## src/rtl/param_mode_counter.sv

```systemverilog
// param_mode_counter: parametrised up/down counter.
// Features: runtime limit, wrap or saturate mode, a set/clear window flag,
// and a cascaded wrap-event counter with a sticky overflow bit.
// All outputs are registered.
module param_mode_counter #(
    parameter int WIDTH      = 8,
    parameter int CASC_WIDTH = 4,
    parameter int SATURATE   = 0,
    parameter int FLAG_SET   = 2,
    parameter int FLAG_CLR   = 4
) (
    input  logic                  CLK,
    input  logic                  RSTN,
    input  logic                  CLEAR,
    input  logic                  LOAD,
    input  logic [WIDTH-1:0]      LOAD_VAL,
    input  logic                  UP_ENABLE,
    input  logic                  DOWN_ENABLE,
    input  logic [WIDTH-1:0]      LIMIT,
    output logic [WIDTH-1:0]      CNT,
    output logic                  TC,
    output logic                  FLAG,
    output logic [CASC_WIDTH-1:0] WRAP_CNT,
    output logic                  OVF
);

    localparam logic [WIDTH-1:0] FLAG_SET_C = WIDTH'(FLAG_SET);
    localparam logic [WIDTH-1:0] FLAG_CLR_C = WIDTH'(FLAG_CLR);

    logic [WIDTH-1:0]      cnt_q, cnt_d;
    logic                  tc_q, tc_d;
    logic                  flag_q, flag_d;
    logic [CASC_WIDTH-1:0] wrap_cnt_q, wrap_cnt_d;
    logic                  ovf_q, ovf_d;

    logic                  up_evt;
    logic                  dn_evt;
    logic [WIDTH-1:0]      cnt_inc;
    logic [WIDTH-1:0]      cnt_dec;

    assign up_evt  = UP_ENABLE & ~DOWN_ENABLE;
    assign dn_evt  = DOWN_ENABLE & ~UP_ENABLE;
    assign cnt_inc = cnt_q + WIDTH'(1);
    assign cnt_dec = cnt_q - WIDTH'(1);

    // Next-state: clear > load > count; flag and cascade follow the count result.
    always_comb begin
        cnt_d      = cnt_q;
        tc_d       = 1'b0;
        flag_d     = flag_q;
        wrap_cnt_d = wrap_cnt_q;
        ovf_d      = ovf_q;

        // Flag looks at the registered count, so it trails CNT by one cycle.
        // Clear is tested first so that FLAG_SET == FLAG_CLR keeps it low.
        if (cnt_q == FLAG_CLR_C) begin
            flag_d = 1'b0;
        end else if (cnt_q == FLAG_SET_C) begin
            flag_d = 1'b1;
        end

        if (CLEAR) begin
            cnt_d      = '0;
            flag_d     = 1'b0;
            wrap_cnt_d = '0;
            ovf_d      = 1'b0;
        end else if (LOAD) begin
            cnt_d = (LOAD_VAL > LIMIT) ? LIMIT : LOAD_VAL;
        end else begin
            if (SATURATE == 0) begin
                // >= lets a limit lowered below the count wrap on the next up event.
                if (up_evt) begin
                    if (cnt_q >= LIMIT) begin
                        cnt_d = '0;
                        tc_d  = 1'b1;
                    end else begin
                        cnt_d = cnt_inc;
                    end
                end else if (dn_evt) begin
                    if (cnt_q == '0) begin
                        cnt_d = LIMIT;
                        tc_d  = 1'b1;
                    end else if (cnt_q > LIMIT) begin
                        cnt_d = LIMIT;
                    end else begin
                        cnt_d = cnt_dec;
                    end
                end
            end else begin
                if (up_evt) begin
                    if (cnt_q < LIMIT) begin
                        cnt_d = cnt_inc;
                        tc_d  = (cnt_inc == LIMIT);
                    end else begin
                        cnt_d = LIMIT;
                    end
                end else if (dn_evt) begin
                    if (cnt_q != '0) begin
                        cnt_d = (cnt_dec > LIMIT) ? LIMIT : cnt_dec;
                        tc_d  = (cnt_d == '0);
                    end
                end
            end

            // Cascade counts terminal events and saturates with a sticky overflow.
            if (tc_d) begin
                if (wrap_cnt_q == '1) begin
                    ovf_d = 1'b1;
                end else begin
                    wrap_cnt_d = wrap_cnt_q + CASC_WIDTH'(1);
                end
            end
        end
    end

    // State registers with asynchronous active-low reset.
    always_ff @(posedge CLK or negedge RSTN) begin
        if (!RSTN) begin
            cnt_q      <= '0;
            tc_q       <= 1'b0;
            flag_q     <= 1'b0;
            wrap_cnt_q <= '0;
            ovf_q      <= 1'b0;
        end else begin
            cnt_q      <= cnt_d;
            tc_q       <= tc_d;
            flag_q     <= flag_d;
            wrap_cnt_q <= wrap_cnt_d;
            ovf_q      <= ovf_d;
        end
    end

    assign CNT      = cnt_q;
    assign TC       = tc_q;
    assign FLAG     = flag_q;
    assign WRAP_CNT = wrap_cnt_q;
    assign OVF      = ovf_q;

endmodule

```

## config.mk

```make
export PLATFORM = sky130hd
export DESIGN_NAME = param_mode_counter
export DESIGN_NICKNAME = d
export VERILOG_FILES = /design/src/rtl/param_mode_counter.sv
export SDC_FILE = /design/constraint.sdc
export NUM_CORES = 1
export LEC_CHECK = 0
export BUFFER_PORTS_ARGS = -buffer_cell sky130_fd_sc_hd__buf_2
export CAP_MARGIN = 20
export CORE_MARGIN = 4
export CORE_UTILIZATION = 46
export CTS_CLUSTER_SIZE = 10
export DETAILED_ROUTE_END_ITERATION = 8
export GPL_ROUTABILITY_DRIVEN = 1
export GPL_TIMING_DRIVEN = 0
export PLACE_DENSITY = 0.71
export SLEW_MARGIN = 20
export SYNTH_ARGS = -nofsm -noshare
export SYNTH_HDL_FRONTEND = slang
export SYNTH_SLANG_ARGS = --single-unit
```

## constraint.sdc

```tcl
create_clock -name CLK -period 2.24 [get_ports CLK]
set_input_delay 0.336 -clock CLK [delete_from_list [all_inputs] [get_ports CLK]]
set_output_delay 0.336 -clock CLK [all_outputs]
set_load 0.01 [all_outputs]
```

Yosys cells after proc, flatten, opt, wreduce, memory -nomap -nowiden
Index checks and enable logic that the tools add are counted.

cells by class
  bitwise logic cells = 4
  add/sub/neg operators = 3
  multiplexer cells = 27
  equal/unequal tests = 5
  order comparisons = 3
  reductions and logical operators = 7

operator list
  operator                                                            number
  8-bit two-way mux                                                   8
  8-bit greater-than comparator                                       2
  4-bit two-way mux                                                   4
  1-bit two-way mux                                                   15
  8-bit by 1-bit adder with 8-bit output, second input constant       1
  8-bit by 2-bit == test with 1-bit output, second input constant     1
  8-bit by 3-bit == test with 1-bit output, second input constant     1
  8-bit greater-or-equal comparator                                   1
  8-bit logical NOT                                                   1
  8-bit by 1-bit subtractor with 8-bit output, second input constant  1
  3-bit AND reduction                                                 2
  4-bit by 1-bit adder with 4-bit output, second input constant       1
  4-bit == test, second input constant                                1
  2-bit inequality test, second input constant                        2
  2-bit nonzero test                                                  2
  4-bit nonzero test                                                  1
  3-bit nonzero test                                                  1
  1-bit AND                                                           2
  1-bit NOT                                                           2

storage, ports and cells
  register bits = 15
  input bits = 22

Depth between registers and ports, before layout
Gate-level depths: netlist (run 1).

  word-level depth = 9
  gate-level depth with buffers = 8
  mapped depth without buffers = 8

Worst setup path after synthesis (run 1)
No wires, ideal clock.

  path kind = register to register
  start point = register cnt_q[0] (netlist: CNT[0])
  end point = register wrap_cnt_q[2] (netlist: WRAP_CNT[2])
  stages on the path, launching flop included = 9
  setup slack = -0.076 ns
  buffers on the path = 0
  arrival = 2.192 ns
  data required time = 2.115 ns
  path through = dfrtp_1 > inv_1 > ha_1 > nand4_1 > or2b_2 > o21a_1 > a31oi_2 > nor2_1 > mux2_2

on the way
  word-level cells in the longest chain between the ends = 8
  elaborated cells on any way between the ends = 10
  classes of those cells = order compare (1); mux (6); reduce/logical (3)

RTL lines
  what                                                                       line  source
  start, declared                                                            30    logic [WIDTH-1:0] cnt_q, cnt_d;
  start signal, assigned                                                     125   cnt_q <= cnt_d;
  branches (longest 3 deep; another with 8-bit greater-or-equal comparator)  -
  1-bit two-way mux (*)                                                      72    if (up_evt) begin
  1-bit two-way mux (*)                                                      67    end else if (LOAD) begin
  1-bit two-way mux (*)                                                      62    if (CLEAR) begin
  2-bit nonzero test (no line) (*)                                           -
  3-bit AND reduction (no line) (*)                                          -
  end signal, assigned                                                       128   wrap_cnt_q <= wrap_cnt_d;
  end, declared                                                              33    logic [CASC_WIDTH-1:0] wrap_cnt_q, wrap_cnt_d;

Mark *: on every way between the ends. The select of a mux whose other input is x is not followed.
A chain may end at the register's enable or synchronous reset.

Worst setup path in the final report (run 1)
  start point = register cnt_q[3] (netlist: CNT[3])
  end point = register cnt_q[0] (netlist: CNT[0])

on the way
  word-level cells in the longest chain between the ends = 7
  elaborated cells on any way between the ends = 10
  classes of those cells = order compare (2); mux (7); reduce/logical (1)

RTL lines
  what                           line  source
  8-bit greater-than comparator  83    end else if (cnt_q > LIMIT) begin
  8-bit two-way mux              83
  8-bit two-way mux              80    if (cnt_q == '0) begin
  8-bit two-way mux              79    end else if (dn_evt) begin
  8-bit two-way mux (*)          72
  8-bit two-way mux (*)          67
  8-bit two-way mux (*)          62

Mark *: on every way between the ends. The rest lies on a longest branch, timed or not. The select of a mux whose other input is x is not followed.

==> impl_results.md, run 1 <==
- DRT antenna net count: 0
- Number of global-route vias before repair: 1717
- RSZ-0062 raised after global routing: true
- Total of max-cap violations: 0
- Die height: 71.0 microns
- Post-detailed-route DRC marker count: 0
- Simple-gate share of the synthesized area: 21.2%
- Final Cycle Share: 97.5%
- XOR/XNOR Fraction of Synth Area: 5.28%
- GRT Residual Overflow: 0
- Synthesized netlist net count: 260
- Post-place setup slack: -0.359 ns
- Area of the multi-input gates: 1430 sq um
- Synthesis-to-finish area growth: 23.8%
- Via density: 6.11
- Cell chosen for the clock root: sky130_fd_sc_hd__clkbuf_8
- Leading cell types in the layout, fill and taps excluded: sky130_fd_sc_hd__buf_2 (36), sky130_fd_sc_hd__ha_1 (22), sky130_fd_sc_hd__nand2_1 (17), sky130_fd_sc_hd__inv_1 (13)
- Final hold slack: -0.0103 ns
- Number of buffers created by CTS: 3
- Port bufs: 36
- Adder-cell share of the synthesized area: 15.8%
- Clock tree from TritonCTS: yes
- Data arrival time of the critical path: 2.32 ns
- Length in cells of the worst reg-to-reg path: 8
- Fraction of synthesized cell area taken by the top area cell type: 20.6%
- Clock network fraction of design power: 18.4%
- Average wire length per cell after detail routing: 16.3 microns
- Total vias in the final route: 1888
- Combined buffer and inverter count along the critical path: 1
- Capturing element type of the critical path: register
- Primary FF master, synth: sky130_fd_sc_hd__dfrtp_1
- Routability cong.: 0.950
- Main area contributors after synthesis: sky130_fd_sc_hd__dfrtp_1 (21%), sky130_fd_sc_hd__ha_1 (16%), sky130_fd_sc_hd__mux2i_1 (3.8%), sky130_fd_sc_hd__xor2_1 (3.8%), sky130_fd_sc_hd__nand2_1 (3.7%)
- Smallest setup slack after layout: 0.0558 ns
- Sequential cell area fraction in the yosys report: 20.6%
- Lkg Pwr: 1.07 nW
- Max-slew headroom at the worst pin: 25.8%
- Core Region: 3740 sq um
- Flops & latches, synth: 15
- Overall die area: 5040 sq um
- Number of inserted filler cells in the final layout: 364
- Switching Power: 522 uW
- Total wirelength of the detailed-routed design: 5030 microns
- H-tree levels: 1
- Register cell area after layout: 380 sq um
- Maximum number of pins on one net before global-route repair: 16
- Total number of clock tree sinks: 15
- Most common library cell in the layout ignoring fill and taps: sky130_fd_sc_hd__buf_2
- DRT Pass-1 Iters: 4
- Global router's overall resource usage: 19.7%
- # IOs: 37
- Crit Path Class: register to register
- Gate family responsible for the most delay along the worst path: compound AO/OA/AOI/OAI gates
- End of the worst register-to-register path: CNT[0]$_DFFE_PN0P_
- Worst-Skew Late Latency: 0.25 ns
- Type of the tightest min-delay check: input pin to asynchronous set/reset pin
- Cell with the largest stage delay on the worst path: sky130_fd_sc_hd__dfrtp_1
- Initial DRC count: 133
- Sequential share of power: 27.2%
- Power density over the cells: 538 nW/um^2
- Number of flops mapped to enable cells by yosys: 0
- Part of the total power dissipated in combinational logic: 54.4%
- Switching share of power: 42.9%
- Wire length of the first global-routing pass: 8130 microns
- Net count of the finished layout: 307
- Final Hold Violating Endpoints: 15
- Share of async-settable or async-resettable flops after synthesis: 100%
- Clock tree skew after final layout: 0.00523 ns
- Distinct cell type count after synthesis: 51
- Violated checks: negative hold slack
- Max Slew Vio Count: 0
- Syn Inst Count: 215
- N_diodes: 0
- Startpoint of the worst register-to-register path: CNT[3]$_DFFE_PN0P_
- Internal power of the cells: 694 uW
- Main combinational cell family by area after synthesis: compound AO/OA/AOI/OAI gates
- Highest attainable clock frequency: 458 MHz
- Finished Cell Area: 2260 sq um
- Total standard cell area after synthesis: 1820 sq um
- Result of the run: complete, but fails checks
- Worst Setup Start Kind: register
- Startpoint of the most critical setup path: CNT[3]$_DFFE_PN0P_
- Setup slack of the worst register-to-register path: 0.06 ns
- Sequence of cells on the critical path: ha_4, nand4_1, buf_4, nor3_4, o21a_1, a211oi_1, a41o_1, a221o_1
- Portion of netlist area occupied by mux cells: 5.08%
- Final number of setup-violating endpoints: 0
- Critical path data required time: 2.37 ns
- Transition time at the pin with the least slew margin: 1.11 ns
- Sum of net half-perimeters after detailed placement: 3850 microns
- Number of antenna violations at the first check in global routing: 0
- Post-synthesis cell type with the largest combined area: sky130_fd_sc_hd__dfrtp_1
- Number of hold-repair buffers added at the cts stage: 0
- Compound-gate portion of the synthesized area: 25.9%
- Yosys synthesis warning count: 0
- Largest stage delay, worst path: 0.42 ns
- Layout cell share with drive strength beyond 1: 29.5%
- Mean cell area of the mapped netlist: 8.48 sq um
- Clock buffer depth: 2
- Largest voltage drop on the vdd net: 0.386 mV
- CTS clock-pin slew for the worst setup and hold paths: 0.07 ns
- Post-layout min period: 2.18 ns
- DP Area: 2070 sq um
- Total power after layout: 1.22 mW
- Starting density of the core: 48.7%
- Biggest fanout along the worst timing path: 3
- Core Rows: 22
- Die extent in x: 71.0 microns
worst max-delay path by stage:
stage                              end  slack, ns  cells after the start
5_1_grt             CNT[0]$_DFFE_PN0P_      -0.02                      8
3_3_place_gp        CNT[7]$_DFFE_PN0P_      -0.40                      8
3_5_place_dp        CNT[7]$_DFFE_PN0P_      -0.36                      8
6_report            CNT[0]$_DFFE_PN0P_       0.06                      8
4_1_cts             CNT[0]$_DFFE_PN0P_       0.01                      7
2_1_floorplan  WRAP_CNT[2]$_DFFE_PN0P_     -0.008                      8
kinds of logic after synthesis:
kind of cell / count (synthesis)
AOI/OAI and AO/OA: 66
xor gates and xnor gates: 11
adders and majority gates: 23
buffers and inverters: 20
DFF: 15
muxes: 9
and+or+nand+nor: 71
routing by layer:
| layer | vias to the layer above | global-route usage (%) | share of wire [%] |
|---|---|---|---|
| li1 | 914 | - | - |
| met1 | 882 | 27.9 | 44 |
| met2 | 86 | 31.3 | 46 |
| met3 | 6 | 3.69 | 8.0 |
| met4 | 0 | 3.76 | 1.3 |
| met5 | - | 0 | 0 |
stage by stage:
step	std cells	utilization, %	setup TNS (ns)
4_1_cts	308	58.8	0
2_1_floorplan	215	-	-0.00798
3_3_place_gp	299	55.2	-2.16
6_report	309	60.3	0
3_5_place_dp	299	55.2	-2.01
5_1_grt	309	60.3	-0.0222
cells in the mapped netlist (all sizes together), types with 2 or more instances:
library cell   n
ha            23
nand2         18
dfrtp         15
inv           14
nor2          12
o21ai         12
a21oi         11
nand3         11
xor2           8
mux2i          7
o211ai         7
nand4          6
nor2b          6
nor3           6
o31ai          6
a211oi         4
a31oi          4
o21a           4
buf            3
clkbuf         3
o221ai         3
xnor2          3
a21o           2
a41o           2
and3           2
mux2           2
nor3b          2
nor4           2
o211a          2
or3            2
state kept, by name, summed over array words and instances (netlist names):
signal	cells
CNT	8
WRAP_CNT	4
FLAG	1
OVF	1
TC	1
power by group through the flow:
| stage | Combinational, mW | Sequential (mW) | Clock [mW] |
|---|---|---|---|
| floorplan | 0.406 | 0.345 | 0 |
| global placement | 0.566 | 0.343 | 0 |
| detailed placement | 0.572 | 0.343 | 0 |
| CTS | 0.625 | 0.330 | 0.229 |
| global route | 0.724 | 0.334 | 0.241 |
| finish | 0.662 | 0.330 | 0.224 |
layout make-up:
type	count	area share, %
tap	48	2.66
inverter	14	2.44
sequential	15	16.8
multi-input combinational	180	63.3
clock buffer	3	1.83
buffer	6	2.71
clock inverter	1	0.222
timing repair buffer	42	9.97
timing repair:
| action | in CTS | in global routing |
|---|---|---|
| resized for setup | 13 | 11 |
| endpoints found under the setup margin | 14 | 7 |
| buffers inserted | 5 | 1 |
| pin swaps | 5 | 4 |
Power figures use the tool's default switching activity.
==> inputs of run 2 (changes only) <==
==> constraint.sdc (replaced) <==
create_clock -name CLK -period 2.24 [get_ports CLK]
set_input_delay 0.336 -clock CLK [delete_from_list [all_inputs] [get_ports CLK]]
set_output_delay 0.336 -clock CLK [all_outputs]
set_load 0.1 [all_outputs]
==> impl_results.md, run 2 (synthesis gave the netlist of run 1 again) <==
- Starting density of the core: 48.7% (unchanged)
- Via density: 6.05 (-1.0%)
- H-tree levels: 1 (unchanged)
- Average wire length per cell after detail routing: 16.3 microns (+0.39%)
- CTS clock-pin slew for the worst setup and hold paths: 0.07 ns (about the same)
- Sequence of cells on the critical path: inv_6, ha_4, nand4_1, or2b_4, o21a_4, o21ai_4, o21ai_0, o311ai_1
- Critical path data required time: 2.37 ns (about the same)
- Final Hold Violating Endpoints: 0 (-15)
- DRT Pass-1 Iters: 5 (+1)
- Startpoint of the worst register-to-register path: CNT[0]$_DFFE_PN0P_
- Number of antenna violations at the first check in global routing: 0 (unchanged)
- Cell chosen for the clock root: sky130_fd_sc_hd__clkbuf_8
- Post-place setup slack: -0.0901 ns (+0.269 ns)
- Worst Setup Start Kind: register
- Type of the tightest min-delay check: input pin to register
- Die extent in x: 71.0 microns (unchanged)
- Initial DRC count: 110 (-17%)
- Total number of clock tree sinks: 15 (unchanged)
- # IOs: 37 (unchanged)
- Smallest setup slack after layout: -0.0370 ns (-0.0927 ns)
- Leading cell types in the layout, fill and taps excluded: sky130_fd_sc_hd__buf_2 (36), sky130_fd_sc_hd__ha_1 (18), sky130_fd_sc_hd__nand2_1 (17), sky130_fd_sc_hd__inv_1 (13), sky130_fd_sc_hd__buf_4 (12)
- Capturing element type of the critical path: register
- Maximum number of pins on one net before global-route repair: 16 (unchanged)
- Power density over the cells: 617 nW/um^2 (+15%)
- Core Region: 3740 sq um (unchanged)
- Total vias in the final route: 1911 (+1.2%)
- N_diodes: 0 (unchanged)
- Combined buffer and inverter count along the critical path: 1 (unchanged)
- Port bufs: 36 (unchanged)
- Layout cell share with drive strength beyond 1: 34.0% (+4.5 points)
- Final Cycle Share: 102% (+4.1 points)
- Post-detailed-route DRC marker count: 0 (unchanged)
- Worst-Skew Late Latency: 0.25 ns (about the same)
- Die height: 71.0 microns (unchanged)
- Setup Total Neg Slack: -0.0370 ns (-0.0370 ns)
- Overall die area: 5040 sq um (unchanged)
- Register cell area after layout: 403 sq um (+5.9%)
- Clock tree skew after final layout: 0.00235 ns (-0.00288 ns)
- Core Rows: 22 (unchanged)
- DP Area: 2170 sq um (+5.0%)
- Number of global-route vias before repair: 1691 (-1.5%)
- Net count of the finished layout: 314 (+2.3%)
- Most common library cell in the layout ignoring fill and taps: sky130_fd_sc_hd__buf_2
- Final number of setup-violating endpoints: 1 (+1)
- Violated checks: negative setup slack
- Max reg flops: 8 (unchanged)
- Startpoint of the most critical setup path: CNT[0]$_DFFE_PN0P_
- Largest stage delay, worst path: 0.51 ns (+0.09 ns)
- Data arrival time of the critical path: 2.40 ns (+0.08 ns)
- Post-layout min period: 2.28 ns (+0.0927 ns)
- Area of the multi-input gates: 1470 sq um (+2.7%)
- Max-slew headroom at the worst pin: 35.2% (+9.4 points)
- Hold wc startpoint: LOAD
- Max Slew Vio Count: 0 (unchanged)
- Wire length of the first global-routing pass: 8210 microns (+1.0%)
- Transition time at the pin with the least slew margin: 0.970 ns (-0.141 ns)
- Cell with the largest stage delay on the worst path: sky130_fd_sc_hd__dfrtp_4
- DRT antenna net count: 0 (unchanged)
- Biggest fanout along the worst timing path: 8 (+5)
- Largest voltage drop on the vdd net: 0.486 mV (+26%)
- RSZ-0062 raised after global routing: true
- Clock buffer depth: 2 (unchanged)
- Finished Cell Area: 2390 sq um (+5.9%)
- Total of max-cap violations: 0 (unchanged)
- Total wirelength of the detailed-routed design: 5160 microns (+2.7%)
- Number of buffers created by CTS: 3 (unchanged)
- Global router's overall resource usage: 19.8% (+0.15 points)
- Lkg Pwr: 1.09 nW (+2.3%)
- Clock tree from TritonCTS: yes
- Total power after layout: 1.48 mW (+21%)
- GRT Residual Overflow: 0 (unchanged)
- Synthesis-to-finish area growth: 31.1%
- Routability cong.: 0.870 (-8.4%)
- Result of the run: complete, but fails checks
- Crit Path Class: register to register
- Number of inserted filler cells in the final layout: 342 (-6.0%)
- Highest attainable clock frequency: 439 MHz (-4.1%)
- Sum of net half-perimeters after detailed placement: 3920 microns (+1.8%)
- Gate family responsible for the most delay along the worst path: compound AO/OA/AOI/OAI gates
-- run 2: cell types whose count changed in the layout (fill, tap and decap cells not counted), sizes merged --
cell,delta
clkinv,-1
buf,+6
clkinvlp,+1
dlygate4sd3,+1
-- run 2: report_power, final --
| part | leakage (nW) | total, mW | internal [mW] | switching (mW) |
|---|---|---|---|---|
| clock | 0.0217 | 0.236 | 0.125 | 0.111 |
| sequential | 0.187 | 0.334 | 0.306 | 0.0282 |
| combinational | 0.885 | 0.906 | 0.328 | 0.578 |
-- run 2: worst paths after layout --
| path | slack (ns) | to | cells after the start |
|---|---|---|---|
| worst max register to register | -0.04 | CNT[7]$_DFFE_PN0P_ | 8 |
| worst min register to register | 0.57 | WRAP_CNT[1]$_DFFE_PN0P_ | 2 |
| min in group asynchronous | 0.52 | WRAP_CNT[2]$_DFFE_PN0P_ | 2 |
| worst min-delay path | 0.35 | TC$_DFF_PN0_ | 2 |
| worst max-delay path | -0.04 | CNT[7]$_DFFE_PN0P_ | 8 |
| max in group asynchronous | 1.42 | CNT[3]$_DFFE_PN0P_ | 2 |
-- run 2: per-layer routing --
metal,wire [microns],track usage (%)
met1,2380,27.8
met2,2400,32.7
met3,306,1.42
met4,81,5.22
met5,0,0
-- run 2: what timing repair did --
action	4_1_cts	5_1_grt
buffers inserted	1	11
setup endpoints to repair	3	12
hold endpoints to repair	10	0
resized for setup	7	8
pin swaps	2	5
hold buffers	1	0
-- run 2: layout make-up --
type                            count  area share, %
Buffer                              6           2.56
Clock buffer                        3           1.73
Clock inverter                      1          0.314
Inverter                           14           2.41
Multi-Input combinational cell    180           61.4
Sequential cell                    15           16.8
Tap cell                           48           2.51
Timing Repair Buffer               49           12.2
-- run 2: through the flow --
stage / hold WS (ns) / std cells / utilization, %
detailed placement: 0.273 / 299 / 57.9
finish: 0.352 / 316 / 63.9
global route: 0.354 / 316 / 63.9
floorplan: 0.0404 / 215 / -
CTS: 0.335 / 305 / 60.5
global placement: 0.266 / 299 / 57.9
==> inputs of run 3 (changes only) <==
--- a/config.mk
+++ b/config.mk
@@ -12,9 +12,7 @@
 export CTS_CLUSTER_SIZE = 10
 export DETAILED_ROUTE_END_ITERATION = 8
 export GPL_ROUTABILITY_DRIVEN = 1
-export GPL_TIMING_DRIVEN = 0
 export PLACE_DENSITY = 0.71
-export SLEW_MARGIN = 20
 export SYNTH_ARGS = -nofsm -noshare
 export SYNTH_HDL_FRONTEND = slang
 export SYNTH_SLANG_ARGS = --single-unit
==> impl_results.md, run 3 (synthesis gave the netlist of run 1 again) <==
- Result of the run: finished clean
- Clock tree from TritonCTS: yes
- DP Area: 2320 sq um (+6.9%)
- Type of the tightest min-delay check: input pin to register
- Final Cycle Share: 96.5% (-5.2 points)
- DRT antenna net count: 0 (unchanged)
- Sequential share of power: 22.2% (-0.4 points)
- Number of antenna violations at the first check in global routing: 0 (unchanged)
- Die extent in x: 71.0 microns (unchanged)
- Port bufs: 36 (unchanged)
- Internal power of the cells: 760 uW (+0.19%)
- DRT Pass-1 Iters: 4 (-1)
- Setup Buffers After CTS: 0 (-1)
- Setup slack of the worst register-to-register path: 0.08 ns (+0.12 ns)
- Leading cell types in the layout, fill and taps excluded: sky130_fd_sc_hd__buf_2 (36), sky130_fd_sc_hd__buf_4 (28), sky130_fd_sc_hd__ha_1 (19), sky130_fd_sc_hd__nand2_1 (18), sky130_fd_sc_hd__inv_1 (13)
- Final number of setup-violating endpoints: 0 (-1)
- RSZ-0062 raised after global routing: false
- Biggest fanout along the worst timing path: 8 (unchanged)
- Data arrival time of the critical path: 2.33 ns (-0.07 ns)
- Setup Total Neg Slack: 0 ns (+0.0370 ns)
- Final std cells w/o fill: 326 (+3.2%)
- Switching Power: 703 uW (-2.0%)
- Maximum number of pins on one net before global-route repair: 16 (unchanged)
- Transition time at the pin with the least slew margin: 0.486 ns (-0.483 ns)
- Number of buffers created by CTS: 3 (unchanged)
- Total of max-cap violations: 0 (unchanged)
- Synthesis-to-finish area growth: 30.9%
- Worst Setup Start Kind: register
- Cell chosen for the clock root: sky130_fd_sc_hd__clkbuf_8
- Overall die area: 5040 sq um (unchanged)
- Starting density of the core: 48.7% (unchanged)
- Sum of net half-perimeters after detailed placement: 4230 microns (+8.0%)
- Lkg Pwr: 1.12 nW (+2.4%)
- CTS clock-pin slew for the worst setup and hold paths: 0.07 ns (about the same)
- Crit Path Class: register to register
- Wire length of the first global-routing pass: 8800 microns (+7.2%)
- Critical path data required time: 2.41 ns (+0.04 ns)
- Part of the total power dissipated in combinational logic: 61.5% (about the same)
- Dpl cells: 321 (+7.4%)
- Total number of clock tree sinks: 15 (unchanged)
- Initial DRC count: 97 (-12%)
- Worst-Skew Late Latency: 0.26 ns (about the same)
- Max Slew Vio Count: 0 (unchanged)
- Post-layout min period: 2.16 ns (-0.115 ns)
- GRT Residual Overflow: 0 (unchanged)
- Core Rows: 22 (unchanged)
- Power density over the cells: 613 nW/um^2 (-0.70%)
- Capturing element type of the critical path: register
- # IOs: 37 (unchanged)
- Average wire length per cell after detail routing: 16.0 microns (-1.8%)
- Layout cell share with drive strength beyond 1: 35.3% (+1.3 points)
- Most common library cell in the layout ignoring fill and taps: sky130_fd_sc_hd__buf_2
- Routability cong.: 0.948 (+8.9%)
- Via density: 5.80 (-4.1%)
- Total vias in the final route: 1891 (-1.0%)
- Switching share of power: 48.1% (-0.54 points)
- Finished Cell Area: 2390 sq um (-0.16%)
- Highest attainable clock frequency: 463 MHz (+5.3%)
- Post-detailed-route DRC marker count: 0 (unchanged)
- Max-slew headroom at the worst pin: 67.8% (+33 points)
- Final Hold Violating Endpoints: 0 (unchanged)
- Clock network fraction of design power: 16.3% (+0.3 points)
- Clock buffer depth: 2 (unchanged)
- Clock tree skew after final layout: 0.00680 ns (+0.00445 ns)
- H-tree levels: 1 (unchanged)
- Global router's overall resource usage: 21.5% (+1.7 points)
- N_diodes: 0 (unchanged)
- Core Region: 3740 sq um (unchanged)
- Number of global-route vias before repair: 1867 (+10%)
- Largest voltage drop on the vdd net: 0.392 mV (-19%)
- Max reg flops: 8 (unchanged)
- Net count of the finished layout: 324 (+3.2%)
- Die height: 71.0 microns (unchanged)
- Total wirelength of the detailed-routed design: 5230 microns (+1.3%)
[run 3: changes by cell type in the layout (fill, tap and decap cells not counted), sizes merged]
cell    change
buf        +13
clkbuf      -3
[run 3: worst paths after layout]
path,endpoint,depth (start not counted),startpoint
max reg2reg,CNT[4]$_DFFE_PN0P_,8,CNT[1]$_DFFE_PN0P_
max in group asynchronous,CNT[3]$_DFFE_PN0P_,2,RSTN
max,CNT[4]$_DFFE_PN0P_,8,CNT[1]$_DFFE_PN0P_
min in group asynchronous,WRAP_CNT[3]$_DFFE_PN0P_,2,RSTN
min reg2reg,WRAP_CNT[1]$_DFFE_PN0P_,2,WRAP_CNT[1]$_DFFE_PN0P_
min,TC$_DFF_PN0_,2,LOAD
[run 3: stage by stage]
stage / total power, mW / worst slack, ns / hold WS [ns] / util (%)
4_1_cts: 1.46 / 0.00817 / 0.340 / 63.5
2_1_floorplan: 0.951 / -0.0000220 / 0.0404 / -
3_3_place_gp: 1.21 / -0.0418 / 0.263 / 61.9
6_report: 1.46 / 0.0785 / 0.357 / 63.8
3_5_place_dp: 1.21 / -0.0927 / 0.273 / 61.9
5_1_grt: 1.56 / 0.00256 / 0.364 / 63.8
[run 3: power groups by stage]
| stage | sequential (mW) | clock (mW) | combinational, mW |
|---|---|---|---|
| floorplan | 0.527 | 0 | 0.424 |
| global placement | 0.330 | 0 | 0.877 |
| detailed placement | 0.330 | 0 | 0.883 |
| CTS | 0.325 | 0.246 | 0.889 |
| global route | 0.328 | 0.260 | 0.975 |
| finish | 0.326 | 0.238 | 0.900 |
[run 3: repair_timing]
item                                    4_1_cts  5_1_grt
hold buffers                                  1        0
endpoints found under the setup margin        0        6
hold endpoints to repair                     12        0
gates resized for setup                       0        4
[run 3: cell type report]
cell class / instances / area [sq um]
tap: 48 / 60.1
inverter: 14 / 55.1
sequential: 15 / 403
fill: 345 / 1360
multi-input combinational: 180 / 1420
timing repair buffer: 65 / 400
clock inverter: 1 / 7.51
clock buffer: 3 / 41.3
[run 3: critical path: stages (launching register included)]
cell and delay (ns):
sky130_fd_sc_hd__dfrtp_4 0.50, sky130_fd_sc_hd__ha_4 0.22, sky130_fd_sc_hd__nor2b_1 0.12, sky130_fd_sc_hd__o211a_1 0.24, sky130_fd_sc_hd__buf_4 0.14, sky130_fd_sc_hd__o21a_4 0.24, sky130_fd_sc_hd__o31ai_2 0.26, sky130_fd_sc_hd__o31ai_1 0.15
sky130_fd_sc_hd__o221ai_1 0.20
[run 3: routing by layer]
metal	GRT usage [%]	up-vias	wire, microns
met5	0	-	0
met4	6.89	0	72
met3	2.56	9	296
met2	35.0	61	2480
met1	29.6	879	2380
li1	-	942	-
